**config.mk**
```make
export PLATFORM = sky130hd
export DESIGN_NAME = channel_err_inj_flat
export DESIGN_NICKNAME = d
export VERILOG_FILES = /design/src/rtl/channel_err_inj_if.sv /design/src/rtl/channel_err_inj.sv /design/src/flat_wrapper.sv
export SDC_FILE = /design/constraint.sdc
export NUM_CORES = 1
export LEC_CHECK = 0
export CORE_UTILIZATION = 40
export CTS_BUF_LIST = sky130_fd_sc_hd__clkbuf_8
export DETAILED_ROUTE_END_ITERATION = 10
export GPL_TIMING_DRIVEN = 0
export SLEW_MARGIN = 20
export SYNTH_ARGS = -nofsm -noshare
export SYNTH_HDL_FRONTEND = slang
export SYNTH_SLANG_ARGS = --single-unit
```
**constraint.sdc**
```tcl
create_clock -name clk -period 7.6 [get_ports clk]
set_input_delay 1.52 -clock clk [delete_from_list [all_inputs] [get_ports clk]]
set_output_delay 1.52 -clock clk [all_outputs]
set_load 0.01 [all_outputs]
```
**src/rtl/channel_err_inj_if.sv**
```systemverilog
// channel_err_inj_if: symbol channel entering and leaving the error injector.
interface channel_err_inj_if #(parameter int W = 2);
  logic valid_i;
  logic [W-1:0] sym_i;
  logic valid_o;
  logic [W-1:0] sym_o;
  logic err_o;
  modport master (output valid_i, sym_i, input valid_o, sym_o, err_o);
  modport slave (input valid_i, sym_i, output valid_o, sym_o, err_o);
endinterface

```
**src/rtl/channel_err_inj.sv**
```systemverilog
// channel_err_inj: LFSR-triggered single/burst/forced bit-flip injection on a symbol channel,
// with a saturating count of inverted bits.
module channel_err_inj #(
  parameter int W = 2,
  parameter int N = 5,
  parameter int BURST_MAX = 4,
  parameter logic [31:0] SEED = 32'hACE12345,
  localparam int BW = $clog2(BURST_MAX + 1)
) (
  input  logic clk,
  input  logic rst,
  input  logic [1:0] mode_i,
  input  logic [BW-1:0] burst_len_i,
  input  logic [W-1:0] bit_mask_i,
  input  logic clr_cnt_i,
  channel_err_inj_if.slave ch,
  output logic [15:0] err_cnt_o
);
  localparam logic [31:0] TAPS = 32'h8020_0003;
  localparam logic [31:0] SEED0 = (SEED == 32'd0) ? 32'd1 : SEED;
  localparam logic [BW-1:0] BMAX = BW'(BURST_MAX);
  localparam logic [BW-1:0] ONE = BW'(1);
  localparam int PW = $clog2(W + 1);
  typedef enum logic {IDLE, BURST} state_t;
  state_t state_q;
  logic [BW-1:0] rem_q, len;
  logic [31:0] lfsr_q, lfsr_d;
  logic [W-1:0] flip, sym_q, sym_d;
  logic [PW-1:0] pc;
  logic [16:0] sum;
  logic [15:0] cnt_q, cnt_d;
  logic valid_q, err_q, trig, burst_mode;
  assign trig = ch.valid_i && (&lfsr_q[N-1:0]);
  assign burst_mode = mode_i == 2'b10;
  assign len = burst_len_i == '0 ? ONE : burst_len_i > BMAX ? BMAX : burst_len_i;
  assign flip = ch.valid_i && (mode_i == 2'b11 || (mode_i == 2'b01 && trig) ||
                (burst_mode && (state_q == BURST || trig))) ? bit_mask_i : '0;
  always_comb begin
    pc = '0;
    for (int i = 0; i < W; i++) pc = pc + PW'(flip[i]);
    sum = {1'b0, cnt_q} + 17'(pc);
    cnt_d = clr_cnt_i ? '0 : sum[16] ? 16'hFFFF : sum[15:0];
    lfsr_d = ch.valid_i ? (lfsr_q >> 1) ^ (lfsr_q[0] ? TAPS : '0) : lfsr_q;
    sym_d = ch.valid_i ? ch.sym_i ^ flip : sym_q;
  end
  // Triggers seen while in BURST are ignored; gaps (valid_i=0) leave the burst untouched.
  always_ff @(posedge clk or negedge rst) begin
    if (!rst) begin
      state_q <= IDLE;
      rem_q <= '0;
      lfsr_q <= SEED0;
      valid_q <= 1'b0;
      sym_q <= '0;
      err_q <= 1'b0;
      cnt_q <= '0;
    end else begin
      lfsr_q <= lfsr_d;
      valid_q <= ch.valid_i;
      sym_q <= sym_d;
      err_q <= |flip;
      cnt_q <= cnt_d;
      if (!burst_mode) begin
        state_q <= IDLE;
        rem_q <= '0;
      end else if (ch.valid_i) begin
        if (state_q == BURST) begin
          rem_q <= rem_q - ONE;
          if (rem_q == ONE) state_q <= IDLE;
        end else if (trig) begin
          rem_q <= len - ONE;
          state_q <= len > ONE ? BURST : IDLE;
        end
      end
    end
  end
  assign ch.valid_o = valid_q;
  assign ch.sym_o = sym_q;
  assign ch.err_o = err_q;
  assign err_cnt_o = cnt_q;
endmodule

```
**src/flat_wrapper.sv**
```systemverilog
// flat-port wrapper written by rule: the top's interface ports become plain ports
module channel_err_inj_flat 
#(
  parameter int W = 2,
  parameter int N = 5,
  parameter int BURST_MAX = 4,
  parameter logic [31:0] SEED = 32'hACE12345,
  localparam int BW = $clog2(BURST_MAX + 1)
)
  (clk, rst, mode_i, burst_len_i, bit_mask_i, clr_cnt_i, err_cnt_o, ch_valid_i, ch_sym_i, ch_valid_o, ch_sym_o, ch_err_o);
  channel_err_inj_if #(.W(W)) ch_i ();
  input  logic clk;
  input  logic rst;
  input  logic [1:0] mode_i;
  input  logic [BW-1:0] burst_len_i;
  input  logic [W-1:0] bit_mask_i;
  input  logic clr_cnt_i;
  output logic [15:0] err_cnt_o;
  input wire logic [$bits(ch_i.valid_i)-1:0] ch_valid_i;
  input wire logic [$bits(ch_i.sym_i)-1:0] ch_sym_i;
  output wire logic [$bits(ch_i.valid_o)-1:0] ch_valid_o;
  output wire logic [$bits(ch_i.sym_o)-1:0] ch_sym_o;
  output wire logic [$bits(ch_i.err_o)-1:0] ch_err_o;
  assign ch_i.valid_i = ch_valid_i;
  assign ch_i.sym_i = ch_sym_i;
  assign ch_valid_o = ch_i.valid_o;
  assign ch_sym_o = ch_i.sym_o;
  assign ch_err_o = ch_i.err_o;
  channel_err_inj #(.W(W), .N(N), .BURST_MAX(BURST_MAX), .SEED(SEED)) u_core (.clk(clk), .rst(rst), .mode_i(mode_i), .burst_len_i(burst_len_i), .bit_mask_i(bit_mask_i), .clr_cnt_i(clr_cnt_i), .ch(ch_i), .err_cnt_o(err_cnt_o));
endmodule
```
==> flow_summary.json, run 1 <==
{
  "antenna_diodes": 0,
  "hold_path.startpoint": "u_core.lfsr_q[21]",
  "antenna_violating_nets_post_route": 0,
  "crit_chain": "clkdlybuf4s50_1 -> nand2_1 -> o21a_1 -> nor2_1 -> nand2_1 -> fa_1 -> inv_1 -> ha_1 -> nand2_1 -> nor3_1 -> nand2_2 -> a21oi_1",
  "floorplan.die_area_um2": 6810,
  "cts-buffers-inserted": 5,
  "grtUsageMet3": 0.04505,
  "grtUsageTotal": 0.1627,
  "max-slew-margin-rel": 0.4443,
  "synth-async-reset-ratio": 1.000,
  "met2_track_demand_over_resource_in_global_routing": 0.2636,
  "ys_seq_elements": 56,
  "syn-cell-area_um2": 2594,
  "fin_nets": 281,
  "gp_routability_congestion": 0.7928,
  "final_common_cell": "sky130_fd_sc_hd__dfrtp_1",
  "critPathTopFamily": "simple AND/OR/NAND/NOR gates",
  "tritoncts_num_sinks": 56,
  "num_vias": 1796,
  "slew_violations": 0,
  "postLayoutCellArea_um2": 3127,
  "gr-total-overflow": 0,
  "ys_warn_count": 0,
  "dr.pass1.iters": 5,
  "worst-endpoint-arrival_ps": 4850,
  "grt_antenna_before_repair": 0,
  "worstMarginPinSlew_ps": 827.2,
  "worstSetupEndpointType": "flip-flop",
  "port-buffer-count": 32,
  "fmaxAchievable_mhz": 216.3,
  "netlist-cell-type-count": 42,
  "drt-initial-drc-count": 75,
  "totalNegativeSetupSlack_ps": 0,
  "vertical_die_dimension_um": 82.53,
  "worst_r2r_startpoint": "u_core.lfsr_q[0]",
  "fp.dieW_um": 82.53,
  "post_drt_via_cell_ratio": 5.329,
  "groute.layer.met1.usage": 0.2090,
  "post-cts-setup-buffers": 0,
  "worst_path_largest_cell_delay_ps": 680,
  "cts.clk_slew.worst_paths_ps": 100,
  "rows": 28,
  "floorplan.initialDensity": 0.4255,
  "wl_per_cell_um": 14.67,
  "leading_cell_types_in_the_layout_fill_and_taps_excluded": "sky130_fd_sc_hd__dfrtp_1 (42), sky130_fd_sc_hd__clkdlybuf4s50_1 (31), sky130_fd_sc_hd__mux2_2 (29), sky130_fd_sc_hd__a21oi_1 (18), sky130_fd_sc_hd__dfstp_2 (14)",
  "placed_area_um2": 3005,
  "clock_tree.htree_level_count": 2,
  "clk-insertion-delay-late_ps": 310,
  "hold_depth": 2,
  "critPathMaxFanout": 10,
  "post_route_cells_drive_above_1_share": 0.2214,
  "global_route.peak_usage_layer": "met2",
  "cts-hold-fix-buffers": 0,
  "vdd_ir_drop_max_mv": 0.1163,
  "syn_avg_cell_area_um2": 11.68,
  "postSynthNetCount": 242,
  "r2r_setup_slack_ps": 3940,
  "synth_ff_type": "sky130_fd_sc_hd__dfrtp_1",
  "fin_skew_ps": 12.04,
  "place.detailed.hpwl_um": 3399,
  "crit_path_start_kind": "input port",
  "reg2reg_depth": 12,
  "number_of_drc_violations_after_detailed_routing": 0,
  "crit_path_frequent_cell": "sky130_fd_sc_hd__nand2_1",
  "final_hold_viol_count": 0,
  "final_period_minus_worst_setup_slack_ps": 4624,
  "leakagePower_nw": 1.229,
  "syn2layout_area_growth_pct": 20.55,
  "hold_class": "reg2reg",
  "reported_max_cap_violation_count": 0,
  "criticalPathCategory": "in2reg",
  "min_to": "u_core.lfsr_q[21]",
  "first_global_vias": 1728,
  "cts.root.buffer_cell": "sky130_fd_sc_hd__clkbuf_8",
  "synth_seq_area_share": 0.5470,
  "route.final.wire_length_um": 4943,
  "tritoncts_clock_tree": "built",
  "finalSetupViolations": 0,
  "cts-root-to-sink-buffers": 2,
  "syn_inst": 222,
  "crit_buf_inv": 2,
  "cts_resized": 0,
  "status": "finished, final reports clean",
  "regToRegEndpoint": "u_core.err_cnt_o[5]",
  "worst-path-stages": 12,
  "synth_edf_count": 0,
  "cp.required_ps": 7820,
  "i_o_pins": 33,
  "placeableCoreArea_um2": 6096,
  "worst_path_max_delay_cell": "sky130_fd_sc_hd__nor3_1",
  "pwr_density_cell_nw_per_um2": 259.9,
  "grt_setup_unrepaired": "false",
  "first_pass_grt_wire_length_um": 8211,
  "post-route-period-util": 0.6084,
  "grt_start_max_net_pins": 57
}
[where the power goes]
| part | total (mW) | switching, mW | leakage [nW] | internal [mW] |
|---|---|---|---|---|
| clock | 0.204 | 0.0964 | 0.0614 | 0.108 |
| combinational | 0.148 | 0.0575 | 0.487 | 0.0906 |
| sequential | 0.460 | 0.0479 | 0.680 | 0.412 |
[per-layer routing]
metal / up-vias / wire (um)
li1: 878 / -
met1: 872 / 2361
met2: 39 / 2232
met3: 7 / 274
met4: 0 / 76
met5: - / 0
[synthesized netlist by cell type (2+ instances only)]
cell type / instances / area, um^2
sky130_fd_sc_hd__inv_1: 11 / 41.29
sky130_fd_sc_hd__nor3_1: 2 / 10.01
sky130_fd_sc_hd__o31ai_1: 2 / 15.01
sky130_fd_sc_hd__dfstp_2: 14 / 367.9
sky130_fd_sc_hd__dfrtp_1: 42 / 1051
sky130_fd_sc_hd__mux2_2: 29 / 326.6
sky130_fd_sc_hd__clkbuf_1: 4 / 15.01
sky130_fd_sc_hd__xnor2_1: 5 / 43.79
sky130_fd_sc_hd__o21ai_0: 6 / 30.03
sky130_fd_sc_hd__a41oi_1: 3 / 26.28
sky130_fd_sc_hd__o41ai_1: 2 / 17.52
sky130_fd_sc_hd__o21a_1: 2 / 15.01
sky130_fd_sc_hd__nor2_1: 12 / 45.04
sky130_fd_sc_hd__a21o_1: 2 / 15.01
sky130_fd_sc_hd__a211oi_1: 6 / 45.04
sky130_fd_sc_hd__a31oi_1: 3 / 18.77
sky130_fd_sc_hd__nand4_1: 3 / 18.77
sky130_fd_sc_hd__xor2_1: 5 / 43.79
sky130_fd_sc_hd__a21oi_1: 18 / 90.09
sky130_fd_sc_hd__buf_1: 3 / 11.26
sky130_fd_sc_hd__nand2b_1: 3 / 18.77
sky130_fd_sc_hd__nand3_1: 6 / 30.03
sky130_fd_sc_hd__ha_1: 6 / 75.07
sky130_fd_sc_hd__or4_1: 2 / 15.01
sky130_fd_sc_hd__nand2_1: 13 / 48.80
sky130_fd_sc_hd__nor4_1: 2 / 12.51
[worst max-delay path by stage]
| stage | start | to | slack [ps] |
|---|---|---|---|
| 2_1_floorplan | ch_valid_i | u_core.err_cnt_o[14] | 3820 |
| 3_3_place_gp | ch_valid_i | u_core.err_cnt_o[13] | 2730 |
| 3_5_place_dp | ch_valid_i | u_core.err_cnt_o[13] | 2690 |
| 4_1_cts | ch_valid_i | u_core.err_cnt_o[5] | 3010 |
| 5_1_grt | ch_valid_i | u_core.err_cnt_o[13] | 2660 |
| 6_report | ch_valid_i | u_core.err_cnt_o[5] | 2980 |
[cell type report]
type | count | area [um^2]
Multi-Input combinational cell | 148 | 1107
Clock buffer | 6 | 82.58
Clock inverter | 2 | 38.79
Inverter | 11 | 41.29
Sequential cell | 56 | 1419
Tap cell | 75 | 93.84
Fill cell | 568 | 2969
Timing Repair Buffer | 32 | 317.8
Buffer | 7 | 26.28
[kinds of logic after synthesis]
group                      share of synthesized area
buffers and inverters                        0.02605
muxes                                         0.1259
adders and majority gates                    0.03666
xor gates and xnor gates                     0.03377
DFF                                           0.5470
and+or+nand+nor                               0.1148
AOI/OAI and AO/OA                             0.1158
[registers in the layout, indices dropped and copies added (netlist names)]
name	cells
u_core.rem_q	3
u_core.ch.err_o	1
u_core.err_cnt_o	16
u_core.ch.sym_o	2
u_core.state_q	1
u_core.ch.valid_o	1
u_core.lfsr_q	32
[stage by stage]
| stage | setup WS [ps] | cells | power (mW) | hold slack (ps) | utilization |
|---|---|---|---|---|---|
| final | 2976 | 337 | 0.8126 | 500.5 | 0.5129 |
| after global routing | 2663 | 337 | 0.8610 | 527.4 | 0.5129 |
| after CTS | 3014 | 337 | 0.8246 | 499.9 | 0.5129 |
| after detailed placement | 2689 | 329 | 0.6178 | 478.7 | 0.4930 |
| after global placement | 2735 | 329 | 0.6090 | 480.5 | 0.4934 |
| after floorplan | 3818 | 222 | 0.5643 | 464.9 | - |
[worst register-to-register path, stage by stage, from the launching register on]
cell and delay [ps]:
sky130_fd_sc_hd__dfstp_2 590, sky130_fd_sc_hd__ha_1 180, sky130_fd_sc_hd__nand3_1 190, sky130_fd_sc_hd__o21a_1 290
sky130_fd_sc_hd__nor2_1 150, sky130_fd_sc_hd__nand2_1 100, sky130_fd_sc_hd__fa_1 440, sky130_fd_sc_hd__inv_1 80
sky130_fd_sc_hd__ha_1 240, sky130_fd_sc_hd__nand2_1 100, sky130_fd_sc_hd__nor3_1 680, sky130_fd_sc_hd__nand2_2 320
sky130_fd_sc_hd__a21oi_1 230
(Power assumes the default switching activity.)
==> run 2, diff against run 1 <==
clock period = 4.3 ns   (was 7.6 ns; I/O delays follow)
==> results of run 2 <==
The final DEF is identical to that of run 1. Status: finished, final reports clean.
Among the figures that moved: setup slack after placement 2689 ps -> 49.33 ps; setup slack after layout 2976 ps -> 335.8 ps; register-to-register setup slack 3940 ps -> 640 ps; total power 0.8126 mW -> 1.436 mW; worst IR drop on VDD 0.1163 mV -> 0.2056 mV
==> run 3, diff against run 2 <==
SKIP_CTS_REPAIR_TIMING = 1   (was unset)
==> results of run 3 <==
The final DEF is identical to that of run 1. Status: finished, final reports clean.
Among the figures that moved: setup slack after placement 2689 ps -> 49.33 ps; setup slack after layout 2976 ps -> 335.8 ps; register-to-register setup slack 3940 ps -> 640 ps; total power 0.8126 mW -> 1.436 mW; worst IR drop on VDD 0.1163 mV -> 0.2056 mV
